--- config.mk ---
export PLATFORM = sky130hd
export DESIGN_NAME = pong_collision_flat
export DESIGN_NICKNAME = d
export VERILOG_FILES = /design/src/rtl/pong_collision_if.sv /design/src/rtl/pong_collision.sv /design/src/flat_wrapper.sv
export SDC_FILE = /design/constraint.sdc
export NUM_CORES = 1
export LEC_CHECK = 0
export CORE_MARGIN = 2
export CORE_UTILIZATION = 60
export CTS_CLUSTER_SIZE = 8
export DETAILED_ROUTE_END_ITERATION = 16
export DONT_BUFFER_PORTS = 1
export PLACE_DENSITY = 0.78
export SLEW_MARGIN = 20
export SYNTH_ARGS = -nofsm -noshare
export SYNTH_HDL_FRONTEND = slang
export SYNTH_SLANG_ARGS = --single-unit
--- constraint.sdc ---
create_clock -name clk -period 2.95 [get_ports clk]
set_input_delay 0.59 -clock clk [delete_from_list [all_inputs] [get_ports clk]]
set_output_delay 0.59 -clock clk [all_outputs]
set_load 0.01 [all_outputs]
--- src/rtl/pong_collision_if.sv ---
// Bus between the pong top level and the collision detector: sampled positions,
// serve handshake, and the collision/score pulses.
interface pong_collision_if #(
  parameter int x_coords_width = 10,
  parameter int y_coords_width = 10
);
  logic                      frame_tick;
  logic [x_coords_width-1:0] ball_x;
  logic [y_coords_width-1:0] ball_y;
  logic [y_coords_width-1:0] lpaddle_y;
  logic [y_coords_width-1:0] rpaddle_y;
  logic                      serve_ack;
  logic                      touching_paddle;
  logic                      touching_wall;
  logic                      score_left;
  logic                      score_right;
  logic                      serve_req;
  logic                      busy;

  modport master (
    output frame_tick, ball_x, ball_y, lpaddle_y, rpaddle_y, serve_ack,
    input  touching_paddle, touching_wall, score_left, score_right, serve_req, busy
  );

  modport slave (
    input  frame_tick, ball_x, ball_y, lpaddle_y, rpaddle_y, serve_ack,
    output touching_paddle, touching_wall, score_left, score_right, serve_req, busy
  );
endinterface

--- src/rtl/pong_collision.sv ---
// Frame-rate collision and scoring detector: captures positions on frame_tick,
// evaluates paddle/wall/miss conditions and emits cooldown-limited pulses.
module pong_collision #(
  parameter int x_coords_width  = 10,
  parameter int y_coords_width  = 10,
  parameter int SCREEN_W        = 640,
  parameter int SCREEN_H        = 480,
  parameter int TOP_Y           = 4,
  parameter int BALL_SIZE       = 8,
  parameter int PADDLE_W        = 8,
  parameter int PADDLE_H        = 64,
  parameter int LEFT_PADDLE_X   = 16,
  parameter int RIGHT_PADDLE_X  = 616,
  parameter int WRAP_BAND       = 32,
  parameter int COOLDOWN_FRAMES = 4
) (
  input logic             clk,
  input logic             reset,
  pong_collision_if.slave bus
);
  localparam int XE      = x_coords_width + 1;
  localparam int YE      = y_coords_width + 1;
  localparam int CW      = (COOLDOWN_FRAMES < 1) ? 1 : $clog2(COOLDOWN_FRAMES + 1);
  localparam int WRAP_LO = (1 << x_coords_width) - WRAP_BAND;
  localparam logic [CW-1:0] CD_LOAD = CW'(COOLDOWN_FRAMES);
  localparam logic [CW-1:0] CD_ZERO = {CW{1'b0}};

  typedef enum logic [1:0] {
    IDLE  = 2'd0,
    CHECK = 2'd1,
    EMIT  = 2'd2,
    SERVE = 2'd3
  } state_t;

  state_t                    state_r, next_state_s;
  logic [x_coords_width-1:0] cap_x_r;
  logic [y_coords_width-1:0] cap_y_r, cap_lp_r, cap_rp_r;
  logic [XE-1:0]             x_e_s;
  logic [YE-1:0]             y_e_s, lp_e_s, rp_e_s;
  logic                      lovl_s, rovl_s, wall_s, wrap_s, lmiss_s, rmiss_s;
  logic                      pad_flag_r, wall_flag_r, lmiss_r, rmiss_r;
  logic [CW-1:0]             pad_cd_r, wall_cd_r, pad_cd_s, wall_cd_s;
  logic                      tp_r, tw_r, sl_r, sr_r, sreq_r, busy_r;
  logic                      tp_s, tw_s, sl_s, sr_s, sreq_s, busy_s;
  logic                      unused_s;

  // The playfield width does not enter any collision rule.
  assign unused_s = (SCREEN_W != 32'sd0);

  function automatic logic [CW-1:0] cd_step(input logic [CW-1:0] cd);
    if (cd != CD_ZERO) begin
      return cd - CW'(1'b1);
    end else begin
      return CD_ZERO;
    end
  endfunction

  // State register.
  always_ff @(posedge clk) begin
    if (reset) state_r <= IDLE;
    else       state_r <= next_state_s;
  end

  // Next-state logic; ticks outside IDLE are dropped.
  always_comb begin
    next_state_s = state_r;
    case (state_r)
      IDLE:    if (bus.frame_tick) next_state_s = CHECK; else next_state_s = IDLE;
      CHECK:   next_state_s = EMIT;
      EMIT:    if (lmiss_r || rmiss_r) next_state_s = SERVE; else next_state_s = IDLE;
      SERVE:   if (bus.serve_ack) next_state_s = IDLE; else next_state_s = SERVE;
      default: next_state_s = IDLE;
    endcase
  end

  // Position capture on an accepted tick.
  always_ff @(posedge clk) begin
    if (reset) begin
      cap_x_r  <= '0;
      cap_y_r  <= '0;
      cap_lp_r <= '0;
      cap_rp_r <= '0;
    end else if (state_r == IDLE && bus.frame_tick) begin
      cap_x_r  <= bus.ball_x;
      cap_y_r  <= bus.ball_y;
      cap_lp_r <= bus.lpaddle_y;
      cap_rp_r <= bus.rpaddle_y;
    end
  end

  // Geometry tests, widened by one bit so sums never wrap.
  always_comb begin
    x_e_s   = {1'b0, cap_x_r};
    y_e_s   = {1'b0, cap_y_r};
    lp_e_s  = {1'b0, cap_lp_r};
    rp_e_s  = {1'b0, cap_rp_r};
    lovl_s  = (x_e_s <= XE'(LEFT_PADDLE_X + PADDLE_W)) &&
              (x_e_s + XE'(BALL_SIZE) >= XE'(LEFT_PADDLE_X)) &&
              (y_e_s + YE'(BALL_SIZE) > lp_e_s) && (y_e_s < lp_e_s + YE'(PADDLE_H));
    rovl_s  = (x_e_s <= XE'(RIGHT_PADDLE_X + PADDLE_W)) &&
              (x_e_s + XE'(BALL_SIZE) >= XE'(RIGHT_PADDLE_X)) &&
              (y_e_s + YE'(BALL_SIZE) > rp_e_s) && (y_e_s < rp_e_s + YE'(PADDLE_H));
    wall_s  = (y_e_s <= YE'(TOP_Y)) || (y_e_s + YE'(BALL_SIZE) >= YE'(SCREEN_H)) ||
              (y_e_s >= YE'(SCREEN_H));
    wrap_s  = (x_e_s >= XE'(WRAP_LO));
    lmiss_s = !(lovl_s || rovl_s) && ((x_e_s < XE'(LEFT_PADDLE_X)) || wrap_s);
    rmiss_s = !(lovl_s || rovl_s) && (x_e_s > XE'(RIGHT_PADDLE_X + PADDLE_W)) && !wrap_s;
  end

  // Flag register, loaded in CHECK.
  always_ff @(posedge clk) begin
    if (reset) begin
      pad_flag_r  <= 1'b0;
      wall_flag_r <= 1'b0;
      lmiss_r     <= 1'b0;
      rmiss_r     <= 1'b0;
    end else if (state_r == CHECK) begin
      pad_flag_r  <= lovl_s || rovl_s;
      wall_flag_r <= wall_s;
      lmiss_r     <= lmiss_s;
      rmiss_r     <= rmiss_s;
    end
  end

  // Output and cooldown next values; a miss masks paddle and wall pulses.
  always_comb begin
    tp_s      = 1'b0;
    tw_s      = 1'b0;
    sl_s      = 1'b0;
    sr_s      = 1'b0;
    pad_cd_s  = pad_cd_r;
    wall_cd_s = wall_cd_r;
    case (state_r)
      EMIT: begin
        if (lmiss_r || rmiss_r) begin
          sr_s      = lmiss_r;
          sl_s      = rmiss_r;
          pad_cd_s  = cd_step(pad_cd_r);
          wall_cd_s = cd_step(wall_cd_r);
        end else begin
          if (pad_flag_r && pad_cd_r == CD_ZERO) begin
            tp_s     = 1'b1;
            pad_cd_s = CD_LOAD;
          end else begin
            pad_cd_s = cd_step(pad_cd_r);
          end
          if (wall_flag_r && wall_cd_r == CD_ZERO) begin
            tw_s      = 1'b1;
            wall_cd_s = CD_LOAD;
          end else begin
            wall_cd_s = cd_step(wall_cd_r);
          end
        end
      end
      SERVE: begin
        if (bus.serve_ack) begin
          pad_cd_s  = CD_ZERO;
          wall_cd_s = CD_ZERO;
        end else begin
          pad_cd_s  = pad_cd_r;
          wall_cd_s = wall_cd_r;
        end
      end
      default: begin
        pad_cd_s  = pad_cd_r;
        wall_cd_s = wall_cd_r;
      end
    endcase
    sreq_s = (next_state_s == SERVE);
    busy_s = (next_state_s != IDLE);
  end

  // Registered outputs and cooldown counters.
  always_ff @(posedge clk) begin
    if (reset) begin
      tp_r      <= 1'b0;
      tw_r      <= 1'b0;
      sl_r      <= 1'b0;
      sr_r      <= 1'b0;
      sreq_r    <= 1'b0;
      busy_r    <= 1'b0;
      pad_cd_r  <= CD_ZERO;
      wall_cd_r <= CD_ZERO;
    end else begin
      tp_r      <= tp_s;
      tw_r      <= tw_s;
      sl_r      <= sl_s;
      sr_r      <= sr_s;
      sreq_r    <= sreq_s;
      busy_r    <= busy_s;
      pad_cd_r  <= pad_cd_s;
      wall_cd_r <= wall_cd_s;
    end
  end

  assign bus.touching_paddle = tp_r;
  assign bus.touching_wall   = tw_r;
  assign bus.score_left      = sl_r;
  assign bus.score_right     = sr_r;
  assign bus.serve_req       = sreq_r;
  assign bus.busy            = busy_r;
endmodule

--- src/flat_wrapper.sv ---
// flat-port wrapper written by rule: the top's interface ports become plain ports
module pong_collision_flat 
#(
  parameter int x_coords_width  = 10,
  parameter int y_coords_width  = 10,
  parameter int SCREEN_W        = 640,
  parameter int SCREEN_H        = 480,
  parameter int TOP_Y           = 4,
  parameter int BALL_SIZE       = 8,
  parameter int PADDLE_W        = 8,
  parameter int PADDLE_H        = 64,
  parameter int LEFT_PADDLE_X   = 16,
  parameter int RIGHT_PADDLE_X  = 616,
  parameter int WRAP_BAND       = 32,
  parameter int COOLDOWN_FRAMES = 4
)
  (clk, reset, bus_frame_tick, bus_ball_x, bus_ball_y, bus_lpaddle_y, bus_rpaddle_y, bus_serve_ack, bus_touching_paddle, bus_touching_wall, bus_score_left, bus_score_right, bus_serve_req, bus_busy);
  pong_collision_if #(.x_coords_width(x_coords_width), .y_coords_width(y_coords_width)) bus_i ();
  input logic clk;
  input logic reset;
  input wire logic [$bits(bus_i.frame_tick)-1:0] bus_frame_tick;
  input wire logic [$bits(bus_i.ball_x)-1:0] bus_ball_x;
  input wire logic [$bits(bus_i.ball_y)-1:0] bus_ball_y;
  input wire logic [$bits(bus_i.lpaddle_y)-1:0] bus_lpaddle_y;
  input wire logic [$bits(bus_i.rpaddle_y)-1:0] bus_rpaddle_y;
  input wire logic [$bits(bus_i.serve_ack)-1:0] bus_serve_ack;
  output wire logic [$bits(bus_i.touching_paddle)-1:0] bus_touching_paddle;
  output wire logic [$bits(bus_i.touching_wall)-1:0] bus_touching_wall;
  output wire logic [$bits(bus_i.score_left)-1:0] bus_score_left;
  output wire logic [$bits(bus_i.score_right)-1:0] bus_score_right;
  output wire logic [$bits(bus_i.serve_req)-1:0] bus_serve_req;
  output wire logic [$bits(bus_i.busy)-1:0] bus_busy;
  assign bus_i.frame_tick = bus_frame_tick;
  assign bus_i.ball_x = bus_ball_x;
  assign bus_i.ball_y = bus_ball_y;
  assign bus_i.lpaddle_y = bus_lpaddle_y;
  assign bus_i.rpaddle_y = bus_rpaddle_y;
  assign bus_i.serve_ack = bus_serve_ack;
  assign bus_touching_paddle = bus_i.touching_paddle;
  assign bus_touching_wall = bus_i.touching_wall;
  assign bus_score_left = bus_i.score_left;
  assign bus_score_right = bus_i.score_right;
  assign bus_serve_req = bus_i.serve_req;
  assign bus_busy = bus_i.busy;
  pong_collision #(.x_coords_width(x_coords_width), .y_coords_width(y_coords_width), .SCREEN_W(SCREEN_W), .SCREEN_H(SCREEN_H), .TOP_Y(TOP_Y), .BALL_SIZE(BALL_SIZE), .PADDLE_W(PADDLE_W), .PADDLE_H(PADDLE_H), .LEFT_PADDLE_X(LEFT_PADDLE_X), .RIGHT_PADDLE_X(RIGHT_PADDLE_X), .WRAP_BAND(WRAP_BAND), .COOLDOWN_FRAMES(COOLDOWN_FRAMES)) u_core (.clk(clk), .reset(reset), .bus(bus_i));
endmodule
[After elaboration in Yosys (flattened, before gate mapping)]
Index checks and enable logic that the tools add are counted.
W data, S select, Z words.
Cells by class
  add/subtract/negate cells: 6
  magnitude comparators: 14
  equal/unequal tests: 5
  multiplexer cells: 15
  bitwise logic cells: 2
  reduce and logical (&&, ||, !) cells: 29
Operators by type and width (number)
  $add A10 B4 Y11 const B: 2
  $add A10 B7 Y11 const B: 2
  $gt A11 B10 Y1: 2
  $lt A10 B11 Y1: 2
  $mux W3: 7
  $logic_and A1 B1 Y1: 12
  $pmux W3 S2: 2
  $ge A11 B10 Y1 const B: 1
  $ge A11 B5 Y1 const B: 1
  $ge A11 B9 Y1 const B: 1
  $ge A10 B10 Y1 const B: 1
  $ge A10 B9 Y1 const B: 1
  $gt A10 B10 Y1 const B: 1
  $le A10 B10 Y1 const B: 1
  $le A10 B3 Y1 const B: 1
  $le A10 B5 Y1 const B: 1
  $lt A10 B5 Y1 const B: 1
  $pmux W2 S4: 1
  $eq A2 B2 Y1 const B: 3
  $logic_not A3 Y1: 2
  $reduce_bool A3 Y1: 2
  $reduce_or A3 Y1: 2
  $sub A3 B1 Y3 const B: 2
  $logic_or A1 B1 Y1: 5
  other kinds (9): 15
Storage, ports and cells
  bits in registers: 58
  input port bits: 44
  output and inout bits: 6
  word-level logic and storage cells: 88

[Logic depth before layout (Yosys ltp)]
Gate-level depths: netlist of run 1.
  depth in word-level cells: 9
  depth in mapped cells: 11
  gate-level depth less buffers: 11

[Worst setup path before layout of run 1]
OpenSTA, ideal clock, no wires.
  kind: reg2reg
  from: register u_core.cap_y_r[3]
  to: register u_core.lmiss_r
  library setup time: 0.116 ns
  data arrival time: 2.165 ns
  required time: 2.834 ns
  slack: 0.670 ns
  cell stages (with the launch flop): 12
  buffers on the path: 0
  clock period less this slack: 2.280 ns
  cell sequence: dfxtp_1 ha_1 nand3_1 nor2_1 xor2_1 ha_1 nand4_1 o32a_2 nor2_2 a2111oi_4 a21oi_1 a31o_1
On the way
  cells in the longest elaborated chain, start to end: 7
  elaborated cells between the ends (all ways): 12
  classes of those cells: add/sub (1); order compare (4); reduce/logical (7)
RTL lines
  from (decl): line pong_collision.sv:37  | logic [y_coords_width-1:0] cap_y_r, cap_lp_r, cap_rp_r;
  from (signal assigned): line pong_collision.sv:85  | cap_y_r <= bus.ball_y;
  $add A10 B4 Y11: line pong_collision.sv:99, pong_collision.sv:102
  $gt A11 B10 Y1, on equally long branches: line pong_collision.sv:99, pong_collision.sv:102
  $logic_and A1 B1 Y1, on equally long branches: line pong_collision.sv:98, pong_collision.sv:101
  $logic_and A1 B1 Y1, on equally long branches: line pong_collision.sv:99, pong_collision.sv:102
  $logic_or A1 B1 Y1 *: line pong_collision.sv:106  | lmiss_s = !(lovl_s || rovl_s) && ((x_e_s < XE'(LEFT_PADDLE_X)) || wrap_s);
  $logic_not A1 Y1 *: line pong_collision.sv:106
  $logic_and A1 B1 Y1 *: line pong_collision.sv:106
  to (signal assigned): line pong_collision.sv:120  | lmiss_r <= lmiss_s;
  to (decl): line pong_collision.sv:41  | logic pad_flag_r, wall_flag_r, lmiss_r, rmiss_r;
Every way passes the cells marked *; elsewhere a longest branch is shown, timed or not.
A chain may end at the register's enable or synchronous reset.

[Worst setup path in the final report of run 1]
Ends and elaborated chain as after synthesis.

==> out/qor.yml, run 1 <==
worst_setup_path:
  r2r_cells: 11
  worst-path-stages: 11
  cp.arrival_ns: 2.81
  r2r_start: "u_core.cap_y_r[3]"
  cp-endpoint: "u_core.lmiss_r"
  critPathSlowestCell: "dfxtp_1"
  critical_path.max_stage_delay_ns: 0.50
  crit_chain: "ha_1 -> nand3_1 -> nor2_1 -> xor2_1 -> ha_1 -> nand4_1 -> o32a_2 -> nor2_2 -> a2111oi_4 -> a21oi_1 -> a31o_1"
  worst_setup_path_start_kind: "flop"
  critPathTopFamily: "compound AO/OA/AOI/OAI gates"
  worstPathMaxFanout: 9
  required_ns: 3.18
  rrSetupSlack_ns: 0.38
  crit_top_cell: "ha_1"
  r2r_end: "u_core.lmiss_r"
  crit_start: "u_core.cap_y_r[3]"
  setup.worst_path.end_class: "flop"
  path_buf_inv: 0
  path_class: "flop to flop"
finish:
  layout-drive-gt1-share_pct: 5.68
  antenna_cells: 0
  finalNetCount: 524
  utilization_pct: 66.7
  syn2layout_area_growth_pct: 7.78
timing:
  layout_setup_ws_ns: 0.375
  tns_ns: 0
  final.min_clock_period_ns: 2.57
  rsz0062_at_grt: "false"
  finalHoldWorstSlack_ns: 0.322
  fin_crit_sh_pct: 87.3
  tightest_slew_ns: 0.733
  skew_ns: 0.0108
  fmax_mhz: 388
  final_hold_viol_count: 0
  setup_violations: 0
  drv_slew: 0
  slew_headroom_pct: 50.6
logic_synthesis:
  synth_xor_area_share_pct: 2.31
  synth_top_family_by_area: "simple AND/OR/NAND/NOR gates"
  synthFlopType: "dfxtp_1"
  syn_area_sq_um: 3410
  syn_avg_cell_area_sq_um: 7.78
  synth_compound_area_share_pct: 19.0
  synth_edf_count: 0
  yosysSeqAreaShare_pct: 34.1
  synth.distinct_cells: 51
  synth-seq-cells: 58
  synthArstFlopShare_pct: 0
  syn_nets: 526
  synthAdderAreaFrac_pct: 16.2
  syn-instance-count: 438
  synthMuxAreaShare_pct: 0.294
  synthSimpleGateAreaFrac_pct: 22.7
  synth_warnings: 0
routing:
  post-route-drc-count: 0
  first_pass_iters: 4
  num_vias: 2966
  viasPerCell: 5.79
  drtIter0Drc: 83
  wire_per_inst_um: 15.0
  drt_wl_total_um: 7660
  ant_nets: 0
pwr:
  p_per_area_nw_per_um2: 542
  power_leakage_uw: 0.00149
  max-vdd-ir-drop_mv: 0.391
die:
  start_util_pct: 61.9
  dieArea_sq_um: 6300
  core_sq_um: 5510
  chipHeight_um: 79.4
  die_width_um: 79.4
  rows: 27
  boundaryPins: 50
clock_tree:
  cts_tree: "yes"
  root_buffer: "clkbuf_8"
  insertion_delay_ns: 0.34
  cts_made_buffers: 9
  cts_num_sinks: 58
  htreeDepth: 3
  clock_path_buffers: 2
  clk_pin_slew_ns: 0.06
  cts-resized-gates: 0
  cts_hold_buffers: 0
  postCtsSetupBuffers: 0
status:
  status: "complete, no violations"
global_route:
  grt_first_pass_wirelength_um: 12700
  grtUsageTotal_pct: 26.4
  grt_max_degree: 57
  grt_antenna_before_repair: 0
  grt_pass1_vias: 2787
  overflow: 0
worst_hold_path:
  holdCritPathClass: "primary input to flop"
run:
  drv_cap: 0
place:
  portBuffers: 0
  gp_congestion: 0.963
  dp.final_hpwl_um: 5800
  place_ws_ns: 0.398
[worst register-to-register path: cells and delay by family (launching register included)]
| kind | cells | cell delay (ns) |
|---|---|---|
| compound gates | 4 | 0.74 |
| xor+xnor | 1 | 0.22 |
| fa+ha+maj | 2 | 0.57 |
| flops | 1 | 0.50 |
| simple gates | 4 | 0.43 |
[through the flow]
step / cells / instance area [sq um] / total power [uW]
6_report: 512 / 3670 / 1990
5_1_grt: 512 / 3670 / 2100
4_1_cts: 512 / 3670 / 2000
3_5_place_dp: 497 / 3470 / 1250
3_3_place_gp: 497 / 3470 / 1240
2_1_floorplan: 438 / 3410 / 1160
[cell usage after synthesis, drive strengths merged, types with 2 or more instances]
cell	n	area share, %
a21oi	54	7.9
a211oi	2	0.44
and4	3	0.84
inv	35	3.9
a2111oi	3	1.5
nor2	22	2.5
a31oi	6	1.1
a21o	6	1.3
a211o	2	0.51
nor2b	3	0.55
a32oi	2	0.51
o211ai	2	0.44
xnor2	7	1.8
nand4	4	0.73
clkbuf	15	1.7
nand2	96	11
nand2b	3	0.55
and2	3	0.59
and3	2	0.40
nor3b	2	0.44
o21ai	17	2.5
nor4	3	0.55
nand3	16	2.3
dfxtp	58	34
nor3	8	1.2
xor2	2	0.51
ha	44	16
[state kept, by name, summed over array words and instances, names as in the netlist, 2 cells and up]
signal and flops:
u_core.cap_rp_r 10, u_core.cap_y_r 10, u_core.pad_cd_r 3, u_core.wall_cd_r 3, u_core.cap_lp_r 10, u_core.cap_x_r 10, u_core.state_r 2
[cells in the final DEF (no fill, tap or decap), types with 2 or more instances in the layout]
cell / count
nand4_1: 4
nor3b_1: 2
a21oi_1: 54
and2_1: 2
o211ai_1: 2
xnor2_1: 7
a21o_1: 6
a32oi_1: 2
nand3_1: 16
xor2_1: 2
o21ai_0: 17
and4_1: 2
nand2b_1: 3
nand2_1: 96
nor2b_1: 3
dfxtp_1: 58
a211oi_1: 2
inv_1: 35
a211o_1: 2
nor3_1: 8
nor2_1: 21
a31oi_1: 6
ha_1: 44
clkbuf_8: 12
nor4_1: 3
[routing by layer]
metal | GRT usage [%] | wire [um] | share of wire, % | vias to the layer above
met4 | 12.8 | 194 | 2.5 | 0
met2 | 45.3 | 3690 | 48 | 76
met1 | 31.2 | 3420 | 45 | 1351
met3 | 5.54 | 351 | 4.6 | 23
li1 | - | - | - | 1516
met5 | 0 | 0 | 0 | -
[kinds of logic (layout without fill, tap and decap cells)]
| family | count (synthesis) | in the layout |
|---|---|---|
| xor+xnor | 9 | 9 |
| fa+ha+maj | 44 | 44 |
| flops | 58 | 58 |
| compound gates | 105 | 105 |
| mux | 1 | 1 |
| buf+inv | 50 | 52 |
| simple gates | 171 | 171 |
[report_power, final]
part | switching, uW | internal [uW]
clock | 304 | 453
sequential | 54.6 | 828
combinational | 199 | 153
[how the worst min path moves through the flow]
stage,slack [ns],from,depth (start not counted),endpoint
final,0.32,reset,1,u_core.cap_x_r[9]
after global routing,0.30,reset,1,u_core.cap_x_r[9]
after CTS,0.30,reset,1,u_core.cap_x_r[5]
after detailed placement,0.44,u_core.cap_lp_r[3],2,u_core.cap_lp_r[3]
after global placement,0.44,u_core.cap_x_r[1],2,u_core.cap_x_r[1]
after floorplan,0.44,u_core.cap_x_r[2],2,u_core.cap_x_r[2]
[layout make-up]
| type | instances | area [sq um] |
|---|---|---|
| fillers | 483 | 1830 |
| clock inverters | 2 | 35.0 |
| clock buffers | 13 | 169 |
| flip-flops and latches | 58 | 1160 |
| well taps | 72 | 90.1 |
| inverters | 35 | 131 |
| multi-input cells | 330 | 2060 |
| repair buffers | 2 | 27.5 |
Power figures use the tool's default switching activity.
==> run 2: changes to the inputs <==
--- a/config.mk
+++ b/config.mk
@@ -6,11 +6,10 @@
 export NUM_CORES = 1
 export LEC_CHECK = 0
 export CORE_MARGIN = 2
-export CORE_UTILIZATION = 60
+export CORE_UTILIZATION = 55
 export CTS_CLUSTER_SIZE = 8
 export DETAILED_ROUTE_END_ITERATION = 16
-export DONT_BUFFER_PORTS = 1
-export PLACE_DENSITY = 0.78
+export PLACE_DENSITY = 0.9
 export SLEW_MARGIN = 20
 export SYNTH_ARGS = -nofsm -noshare
 export SYNTH_HDL_FRONTEND = slang
==> run 2 against run 1 <==
  * Clock-buffer cell count down 4
  * Critical path depth fell by 2
  * Critical endpoint is now u_core.pad_flag_r
  * Cell count increased by 10%
  * Clock skew is 0.00051 ns lower
  * Combinational power increased by 20%
==> out/qor.yml, run 2 (synthesis gave the netlist of run 1 again) <==
global_route:
  busiest_layer: "met2"
  grtUsageTotal_pct: 25.5
  grt_max_degree: 42
  grt_pass1_vias: 2895
  grt_first_pass_wirelength_um: 13100
  grtUsageMet3_pct: 5.76
  grt_antenna_before_repair: 0
  overflow: 0
  met1_usage_pct: 30.9
  grt_util_met2_pct: 43.9
pwr:
  switchingPower_uw: 598
  p_sw_share_pct: 31.2
  p_per_area_nw_per_um2: 467
  combPwrFrac_pct: 22.0
  pwr-share-seq_pct: 45.9
  max-vdd-ir-drop_mv: 0.290
  p_clk_share_pct: 32.2
  p_int_uw: 1320
  power_uw: 1920
  power_leakage_uw: 0.00166
routing:
  post-route-drc-count: 0
  ant_nets: 0
  drtIter0Drc: 183
  wire_per_inst_um: 14.4
  drt_wl_total_um: 8110
  viasPerCell: 5.48
  first_pass_iters: 4
  num_vias: 3097
place:
  portBuffers: 49
  gp_congestion: 0.958
  dp.final_hpwl_um: 6150
die:
  rows: 28
  chipHeight_um: 82.7
  core_sq_um: 5960
  die_width_um: 82.7
  start_util_pct: 57.2
  dieArea_sq_um: 6840
  boundaryPins: 50
clock_tree:
  cts_num_sinks: 58
  insertion_delay_ns: 0.35
  cts-resized-gates: 0
  cts_hold_buffers: 0
  cts_tree: "yes"
  clk_pin_slew_ns: 0.07
  root_buffer: "clkbuf_8"
  cts_made_buffers: 9
  clock_path_buffers: 2
  postCtsSetupBuffers: 0
  htreeDepth: 3
timing:
  slew_headroom_pct: 47.4
  fmax_mhz: 392
  setup_violations: 0
  finalHoldWorstSlack_ns: 0.452
  final.min_clock_period_ns: 2.55
  fin_crit_sh_pct: 86.5
  tns_ns: 0
  tightest_slew_ns: 0.781
  rsz0062_at_grt: "false"
  skew_ns: 0.0103
  final_hold_viol_count: 0
  drv_slew: 0
worst_setup_path:
  path_class: "flop to flop"
  r2r_start: "u_core.cap_y_r[3]"
  r2r_cells: 9
  rrSetupSlack_ns: 0.40
  worst_setup_path_start_kind: "flop"
  r2r_end: "u_core.pad_flag_r"
  worstPathMaxFanout: 9
  cp.arrival_ns: 2.77
  required_ns: 3.17
  setup.worst_path.end_class: "flop"
finish:
  finalNetCount: 574
  final_cell_mix: "nand2_1 (96), dfxtp_1 (58), a21oi_1 (54), clkdlybuf4s50_1 (48), ha_1 (44)"
  antenna_cells: 0
  syn2layout_area_growth_pct: 20.7
  utilization_pct: 69.1
  layout-drive-gt1-share_pct: 5.71
  final_common_cell: "nand2_1"
worst_hold_path:
  hold_end: "u_core.cap_rp_r[2]"
  hold_start: "u_core.cap_rp_r[2]"
  holdCritPathClass: "flop to flop"
  min_path_cells: 2
run:
  drv_cap: 0
status:
  status: "complete, no violations"
[run 2: power by group through the flow]
stage / logic [uW] / registers (uW) / clock network (uW)
after floorplan: 280 / 882 / 0
after global placement: 412 / 895 / 0
after detailed placement: 417 / 897 / 0
after CTS: 421 / 880 / 626
after global routing: 475 / 889 / 657
final: 422 / 881 / 618
[run 2: how the worst max path moves through the flow]
stage,start,endpoint,slack [ns]
after CTS,u_core.cap_y_r[3],u_core.pad_flag_r,0.41
after global routing,u_core.cap_y_r[3],u_core.lmiss_r,0.19
final,u_core.cap_y_r[3],u_core.pad_flag_r,0.40
after global placement,u_core.cap_y_r[3],u_core.lmiss_r,0.50
after floorplan,u_core.cap_y_r[3],u_core.lmiss_r,0.67
after detailed placement,u_core.cap_y_r[3],u_core.pad_flag_r,0.41
[run 2: metrics by stage]
| step | std cells | instance area, sq um | setup WS (ns) |
|---|---|---|---|
| 4_1_cts | 565 | 4110 | 0.406 |
| 2_1_floorplan | 438 | 3410 | 0.670 |
| 5_1_grt | 565 | 4110 | 0.193 |
| 3_3_place_gp | 550 | 3950 | 0.497 |
| 6_report | 565 | 4110 | 0.397 |
| 3_5_place_dp | 550 | 3950 | 0.405 |
[run 2: worst max-delay path, cell delays in order (launching register included)]
cell and delay, ns:
dfxtp_1 0.49, ha_1 0.28, nand3_1 0.13, xnor2_1 0.25
ha_1 0.29, o21ai_0 0.19, a31oi_1 0.06, or4_1 0.50
a31oi_1 0.15, o21ai_0 0.09
[run 2: layer usage]
metal	share of wire, %	vias up	routed length [um]
met5	0	-	0
met4	1.7	0	140
met3	4.2	14	340
met2	48	73	3910
met1	46	1391	3720
li1	-	1619	-
[run 2: final cells by class]
type	instances	area [sq um]
Timing Repair Buffer	52	508
Multi-Input combinational cell	330	2060
Fill cell	510	1840
Sequential cell	58	1160
Inverter	35	131
Clock buffer	9	124
Clock inverter	6	35.0
Tap cell	75	93.8
